$ cat config.mk
export PLATFORM = sky130hd
export DESIGN_NAME = reg_cmd_sequencer
export DESIGN_NICKNAME = d
export VERILOG_FILES = /design/src/rtl/reg_cmd_sequencer.sv
export SDC_FILE = /design/constraint.sdc
export NUM_CORES = 1
export LEC_CHECK = 0
export BUFFER_PORTS_ARGS = -buffer_cell sky130_fd_sc_hd__clkbuf_2
export CORE_MARGIN = 8
export CORE_UTILIZATION = 49
export CTS_BUF_LIST = sky130_fd_sc_hd__clkbuf_8 sky130_fd_sc_hd__clkbuf_16
export DETAILED_ROUTE_END_ITERATION = 16
export PLACE_DENSITY_LB_ADDON = 0.08
export SYNTH_ARGS = -nofsm -noshare
export SYNTH_HDL_FRONTEND = slang
export SYNTH_SLANG_ARGS = --single-unit
$ cat constraint.sdc
create_clock -name clk -period 2.3 [get_ports clk]
set_clock_uncertainty 0.1 [all_clocks]
set_input_delay 0.46 -clock clk [delete_from_list [all_inputs] [get_ports clk]]
set_output_delay 0.46 -clock clk [all_outputs]
set_load 0.02 [all_outputs]
$ cat src/rtl/reg_cmd_sequencer.sv
// Command sequencer that turns one accepted command into a burst of one-cycle control pulses for a downstream register.
// Optional abort support is enabled by defining REG_SEQ_ABORT_EN.
module reg_cmd_sequencer #(
  parameter int DATA_WIDTH = 16,
  parameter int CNT_WIDTH  = 4
) (
  input  logic                  clk,
  input  logic                  rst,
  input  logic                  cmd_valid,
  output logic                  cmd_ready,
  input  logic [2:0]            cmd_op,
  input  logic [CNT_WIDTH-1:0]  cmd_amt,
  input  logic [DATA_WIDTH-1:0] cmd_data,
  input  logic                  cmd_fill,
`ifdef REG_SEQ_ABORT_EN
  input  logic                  abort,
  output logic                  aborted,
`endif
  output logic                  cl,
  output logic                  ld,
  output logic                  inc,
  output logic                  dec,
  output logic                  sr,
  output logic                  sl,
  output logic [DATA_WIDTH-1:0] in,
  output logic                  ir,
  output logic                  il,
  output logic                  busy,
  output logic                  done,
  output logic                  err
);

  typedef enum logic [1:0] {IDLE, EXEC, DONE} state_t;

  localparam logic [2:0] OP_NOP = 3'd0;
  localparam logic [2:0] OP_CLR = 3'd1;
  localparam logic [2:0] OP_LD  = 3'd2;
  localparam logic [2:0] OP_INC = 3'd3;
  localparam logic [2:0] OP_DEC = 3'd4;
  localparam logic [2:0] OP_SHR = 3'd5;
  localparam logic [2:0] OP_SHL = 3'd6;

  localparam logic [CNT_WIDTH:0] CNT_ONE = (CNT_WIDTH+1)'(1);

  state_t               state;
  logic [CNT_WIDTH:0]   cnt;
  logic [5:0]           pulse;
  logic                 fill_q;

  assign {sl, sr, dec, inc, ld, cl} = pulse;
  assign ir        = sr & fill_q;
  assign il        = sl & fill_q;
  assign busy      = (state != IDLE);
  assign cmd_ready = (state == IDLE) & ~rst;

  always_ff @(posedge clk or posedge rst) begin
    if (rst) begin
      state   <= IDLE;
      cnt     <= '0;
      pulse   <= '0;
      fill_q  <= 1'b0;
      in      <= '0;
      done    <= 1'b0;
      err     <= 1'b0;
`ifdef REG_SEQ_ABORT_EN
      aborted <= 1'b0;
`endif
    end else begin
      done    <= 1'b0;
      err     <= 1'b0;
`ifdef REG_SEQ_ABORT_EN
      aborted <= 1'b0;
`endif
      case (state)
        IDLE: begin
          if (cmd_valid) begin
            in     <= cmd_data;
            fill_q <= cmd_fill;
            // Repeat count is widened by one bit so amt all-ones yields 2^CNT_WIDTH pulses.
            cnt    <= {1'b0, cmd_amt} + CNT_ONE;
            state  <= EXEC;
            case (cmd_op)
              OP_CLR: begin pulse <= 6'b000001; cnt <= CNT_ONE; end
              OP_LD:  begin pulse <= 6'b000010; cnt <= CNT_ONE; end
              OP_INC: pulse <= 6'b000100;
              OP_DEC: pulse <= 6'b001000;
              OP_SHR: pulse <= 6'b010000;
              OP_SHL: pulse <= 6'b100000;
              default: begin
                pulse <= '0;
                cnt   <= '0;
                state <= DONE;
                done  <= 1'b1;
                err   <= (cmd_op != OP_NOP);
              end
            endcase
          end
        end
        EXEC: begin
`ifdef REG_SEQ_ABORT_EN
          if (abort) begin
            pulse   <= '0;
            cnt     <= '0;
            state   <= IDLE;
            aborted <= 1'b1;
          end else
`endif
          if (cnt == CNT_ONE) begin
            pulse <= '0;
            cnt   <= '0;
            state <= DONE;
            done  <= 1'b1;
          end else begin
            cnt <= cnt - CNT_ONE;
          end
        end
        DONE: state <= IDLE;
        default: begin
          pulse <= '0;
          cnt   <= '0;
          state <= IDLE;
        end
      endcase
    end
  end

endmodule

==> results of run 1 <==
-- power groups by stage --
| stage | registers, mW | clock network, mW | logic, mW |
|---|---|---|---|
| finish | 0.971 | 0.450 | 1.17 |
| floorplan | 1.15 | 0 | 0.661 |
| global route | 1.01 | 0.492 | 1.29 |
| CTS | 0.971 | 0.468 | 1.18 |
| global placement | 0.966 | 0 | 1.16 |
| detailed placement | 0.978 | 0 | 1.18 |
-- layer usage --
layer  GRT usage  up-vias
met3      0.0551        4
met4      0.0522        0
met2       0.227       44
met1       0.160      604
met5           0        -
li1            -      672
-- how the worst max path moves through the flow --
stage,start,endpoint,depth (start not counted)
6_report,state[0]$_DFFE_PP0P_,cmd_ready,4
3_5_place_dp,cnt[1]$_DFFE_PP0P_,pulse[3]$_DFFE_PP0P_,5
2_1_floorplan,state[0]$_DFFE_PP0P_,cmd_ready,4
3_3_place_gp,cnt[1]$_DFFE_PP0P_,pulse[3]$_DFFE_PP0P_,5
4_1_cts,state[0]$_DFFE_PP0P_,cmd_ready,4
5_1_grt,cnt[1]$_DFFE_PP0P_,pulse[3]$_DFFE_PP0P_,5
-- kinds of logic (layout without fill, tap and decap cells) --
kind of cell,Yosys count,in the layout
buffers and inverters,12,67
and+or+nand+nor,98,98
adders and majority gates,3,3
xor gates and xnor gates,2,2
AOI/OAI and AO/OA,22,22
DFF,32,32
-- registers in the layout (all words and copies together), names as in the netlist --
name and count:
state 2, cnt 5, in 16, done 1, err 1, pulse 6, fill_q 1
-- synthesized netlist by cell type, drive strengths merged, types with 3 or more instances --
| master | number | area share |
|---|---|---|
| nand2b | 3 | 0.012 |
| clkbuf | 4 | 0.0098 |
| nand2 | 66 | 0.16 |
| dfrtp | 32 | 0.52 |
| ha | 3 | 0.025 |
| o21ai | 4 | 0.013 |
| nor2 | 11 | 0.027 |
| nand3 | 4 | 0.013 |
| buf | 4 | 0.017 |
| o41ai | 3 | 0.022 |
| inv | 4 | 0.0098 |
-- worst max-delay path: cells and delay by family, from the launching register on --
kind	cells	cell delay, ns
AND/OR/NAND/NOR	2	0.34
buffers and inverters	2	0.32
flip-flops	1	0.48
-- metrics by stage --
stage / hold WS, ns / power (mW) / worst slack (ns)
after detailed placement: 0.365 / 2.16 / 0.427
after global placement: 0.356 / 2.12 / 0.535
after CTS: 0.162 / 2.62 / 0.308
after global routing: 0.193 / 2.79 / 0.204
after floorplan: 0.351 / 1.81 / 0.597
final: 0.151 / 2.59 / 0.329
-- final cells by class --
| cell class | count | area, um^2 |
|---|---|---|
| fill | 274 | 1080 |
| sequential | 32 | 801 |
| multi-input combinational | 125 | 679 |
| timing repair buffer | 56 | 285 |
| clock buffer | 7 | 96.3 |
| tap | 33 | 41.3 |
| inverter | 4 | 15.0 |
==> results.md, run 1 <==
- Post-synthesis sequential element count: 32
- CP Launch Type: flop
- Post-DP HPWL: 2.79 mm
- Vias/cell: 5.15
- Critical Path RT: 1.74 ns
- Largest net degree at the start of global routing: 33
- Total of max-cap violations: 0
- Area Growth Syn to Fin: 25.2%
- Synthesized Nets: 199
- Die Height: roughly 72 um
- Core footprint: 3000 um^2
- Remaining Overflow, GRT: 0
- Drt wl/cell: between 10 and 15 um
- Placed Instances: between 200 and 300
- Starting Density: 0.510
- Sw Pwr: 1.12 mW
- Leakage: 1.04 nW
- Top FF cell, synth: dfrtp_1
- Synth cell types: 37
- Final non-filler cell area: 1920 um^2
- CTS Buf Count: 5
- Final core occ: 0.639
- Slew headroom: 0.627
- RePlAce Congestion: 0.856
- Residual DRC: 0
- Post-synthesis compound-gate area fraction: 0.121
- DIE WIDTH: 71.9 um
- Measured slew at the worst slew-check pin: approximately 0.56 ns
- Wire length of the first global-routing pass: 5.68 mm
- Sequential area share after synthesis: 0.523
- Worst r2r src: cnt[1]$_DFFE_PP0P_
- Critical path's slowest cell: dfrtp_1
- Worst Path Max Fanout: 9
- Share of cells above drive strength 1: 0.308
- Die area: 5170 um^2
- H-tree Lvls: 2
- Root Buffer: clkbuf_8
- CTS Buffer Depth: 2
- Simple-gate portion of the synthesized area: 0.283
- Total number of vias: 1324
- Post-cts sizing count: 0
- Final setup violation count: 0
- Post-DRT Antenna Nets: 0
- Crit Path Class: reg2out
- Final min period: 1.97 ns
- Mux share of post-synthesis cell area: 0
- Final hold violations: 0
- Routed wl met2: 1.68 mm
- Worst Path Arrival: 1.41 ns
- Internal: between 1 and 1.5 mW
- N_diodes: 0
- P per Cell Area: roughly 1300 nW/um^2
- CP endpoint kind: output port
- Worst skew pair latency: 0.27 ns
- HP Class: in2async
- Fin crit share: 0.857
- Post-CTS Setup Bufs: 0
- Syn. warnings: 0
- Met1 Routed Length: 1.52 mm
- Post-Synth XOR/XNOR Area: 0.0114
- Nets: around 250
- Most frequent cells in the layout: nand2_1 (66), clkbuf_2 (54), dfrtp_1 (32)
- Logic pwr share: 0.451
- Number of synthesized flops with an enable pin: 0
- Reg2reg end: pulse[3]$_DFFE_PP0P_
- Synth Area per Inst: 9.06 um^2
- Status: finished, final reports clean
- Global-route usage over all layers: 0.139
- Share of power burned in registers: 0.375
- RSZ-0062 raised after global routing: false
- Clock power frac: 0.174
- Port Buffer Count: 54
- Met3 WL post-DR: around 300 um
- Top layer in use: met4
- Mapped cell area: between 1500 and 2000 um^2
- Fin cells: 257
- CP max stage delay: 0.48 ns
- Crit path cell chain: nor2_1 -> inv_1 -> nor2_1 -> clkbuf_2
- Std cell rows: 20
- CTS sink cnt: 32
- Worst r2r path cells: 5
- CTS clk-pin slew, worst paths: 0.06 ns
- # IOs: 55
- CTS Hold Bufs: 0
- Antenna violations before repair: 0
- Max-slew violations: 0
- R2r setup slk: between 0.4 and 0.5 ns
- Placement Cell Area: 1820 um^2
- Sw Ratio: 0.433
- Synth Area in Adders: 0.0245
- Largest family of logic cells by synthesized area: simple AND/OR/NAND/NOR gates
- Initial drt markers: between 40 and 50
- Final TNS setup: 0 ns
- VDD IR max: 0.590 mV
- Most frequent cell on the critical path: nor2_1
- Commonest non-fill, non-tap cell in the layout: nand2_1
- TritonCTS clock tree: yes
- Asr flop ratio synth: 1.00
- Cells after Synth: 169
- Pre-Repair DR Iteration Count: 4
- Total wire length: 3.52 mm
- Peak Freq: 0.507 GHz
- Vias in the first global route: 1253
Power figures use the tool's default switching activity.
==> run 2: changes to the inputs <==
- SETUP_SLACK_MARGIN: not set -> 0.4
==> run 2 against run 1 <==
Sequential power decreased by 1%. Total power increased by 3.0%. Die area unchanged. Utilization increased by 1.4 points. Sequential share of layout area decreased by 0.78 points. Sequential cell count unchanged. Global-route usage increased by 0.058 points. Maximum frequency increased by 6.6%. Clock-buffer cell count unchanged.
==> results.md, run 2 (synthesized netlist as in run 1, its figures left out) <==
- Antenna violations before repair: 0 (unchanged)
- Leakage: 1.06 nW (+1.7%)
- Area Growth Syn to Fin: 28.0%
- Met1 GRT Util: 0.160 (unchanged)
- Worst Path Arrival: 1.29 ns (-0.12 ns)
- TritonCTS clock tree: yes
- Slew headroom: 0.631 (+0.00394)
- CP max stage delay: 0.46 ns (-0.02 ns)
- Crit path cell chain: nor2_2 -> inv_1 -> nor2_1 -> clkbuf_2
- Most flop-heavy register: in
- P per Cell Area: 1360 nW/um^2 (+0.80%)
- CTS clk-pin slew, worst paths: 0.07 ns (about the same)
- Worst skew pair latency: 0.28 ns (about the same)
- Initial drt markers: 55 (+20%)
- Total of max-cap violations: 0 (unchanged)
- Commonest non-fill, non-tap cell in the layout: nand2_1
- Final non-filler cell area: 1960 um^2 (+2.2%)
- CTS Buffer Depth: 2 (unchanged)
- CP bufs+invs: 2 (unchanged)
- Final core occ: 0.653 (+0.0142)
- Core footprint: 3000 um^2 (unchanged)
- CTS sink cnt: 32 (unchanged)
- Nets: 257 (+1.2%)
- Gr busiest metal: met2
- Die Height: 71.9 um (unchanged)
- Peak Freq: 0.541 GHz (+6.6%)
- # IOs: 55 (unchanged)
- CTS Buf Count: 5 (unchanged)
- Drt wl/cell: 13.9 um (+1.3%)
- Post-DRT Antenna Nets: 0 (unchanged)
- Final min period: 1.85 ns (-0.122 ns)
- Max reg flops: 16 (unchanged)
- Post-DP HPWL: 2.79 mm (unchanged)
- Port Buffer Count: 54 (unchanged)
- Remaining Overflow, GRT: 0 (unchanged)
- N_diodes: 0 (unchanged)
- Measured slew at the worst slew-check pin: 0.553 ns (-0.00590 ns)
- RSZ-0062 raised after global routing: false
- Final TNS setup: 0 ns (unchanged)
- Max-slew violations: 0 (unchanged)
- H-tree Lvls: 2 (unchanged)
- Global-route usage over all layers: 0.140 (+0.000584)
- Vias in the first global route: 1260 (+0.56%)
- Share of cells above drive strength 1: 0.335 (+0.0268)
- DIE WIDTH: 71.9 um (unchanged)
- VDD IR max: 0.623 mV (+5.6%)
- Residual DRC: 0 (unchanged)
- Top Registers: in x16, pulse x6, cnt x5
- Met3 Use GR: 0.0551 (unchanged)
- Met2 Use GR: 0.229 (+0.00202)
- CP endpoint kind: output port
- Total number of vias: 1352 (+2.1%)
- Fin crit share: 0.804 (-0.0532)
- Critical Path RT: 1.74 ns (about the same)
- Placement Cell Area: 1820 um^2 (unchanged)
- HP Class: in2async
- Worst Path Max Fanout: 7 (-2)
- Starting Density: 0.510 (unchanged)
- Critical path's slowest cell: dfrtp_2
- Final hold slack: 0.152 ns (+0.00115 ns)
- Root Buffer: clkbuf_8
- Largest net degree at the start of global routing: 33 (unchanged)
- Wire length of the first global-routing pass: 5.71 mm (+0.49%)
- Final setup violation count: 0 (unchanged)
- Top cell family by delay on the critical path: flip-flops
- CP Launch Type: flop
- Pre-Repair DR Iteration Count: 4 (unchanged)
- Std cell rows: 20 (unchanged)
- Total wire length: 3.61 mm (+2.5%)
- Status: finished, final reports clean
- Crit Path Class: reg2out
- Vias/cell: 5.20 (+0.94%)
- Most frequent cells in the layout: nand2_1 (66), clkbuf_2 (54), dfrtp_1 (30)
- Final hold violations: 0 (unchanged)
- Die area: 5170 um^2 (unchanged)
- RePlAce Congestion: 0.856 (unchanged)
## run 2: changes by cell type in the layout (fill, tap and decap cells not counted), sizes merged
| cell | delta |
|---|---|
| buf | +3 |
## run 2: final timing paths
check                                     startpoint              endpoint  slack (ns)  cells past startpoint
worst max-delay path            state[1]$_DFFE_PP0P_             cmd_ready        0.45                      4
worst min-delay path                             rst  pulse[3]$_DFFE_PP0P_        0.15                      3
worst max register to register    cnt[1]$_DFFE_PP0P_    cnt[3]$_DFFE_PP0P_        0.53                      7
worst min register to register    in[11]$_DFFE_PP0P_    in[11]$_DFFE_PP0P_        0.37                      2
max in group asynchronous                        rst  state[1]$_DFFE_PP0P_        1.63                      3
min in group clk                         cmd_data[6]     in[6]$_DFFE_PP0P_        0.27                      3
## run 2: cell type report
cell class / instances / area, um^2
multi-input cells: 125 / 697
flip-flops and latches: 32 / 803
fillers: 272 / 1040
clock buffers: 7 / 96.3
well taps: 33 / 41.3
inverters: 4 / 15.0
repair buffers: 59 / 308
## run 2: stage by stage
step	total power, mW	instances	setup slack [ns]
after floorplan	1.81	169	0.597
after global placement	2.12	250	0.535
after detailed placement	2.16	250	0.427
after CTS	2.65	258	0.422
after global routing	2.86	260	0.402
final	2.66	260	0.452
## run 2: power breakdown
group | internal (mW) | switching, mW
Sequential | 0.797 | 0.164
Combinational | 0.451 | 0.800
Clock | 0.266 | 0.188
## run 2: what timing repair did
action | CTS | global route
setup endpoints to repair | 1 | 5
hold buffers | 0 | 0
buffers inserted | 1 | 2
endpoints found under the hold margin | 0 | 0
resized for setup | 2 | 3
## run 2: worst min-delay path, cell delays in order
cell and delay (ns):
clkbuf_2 0.09, inv_1 0.04, buf_4 0.35
## run 2: metal layers
layer	routed length [um]	vias up
li1	-	679
met1	1580	625
met2	1720	42
met3	277	6
met4	36	0
met5	0	-
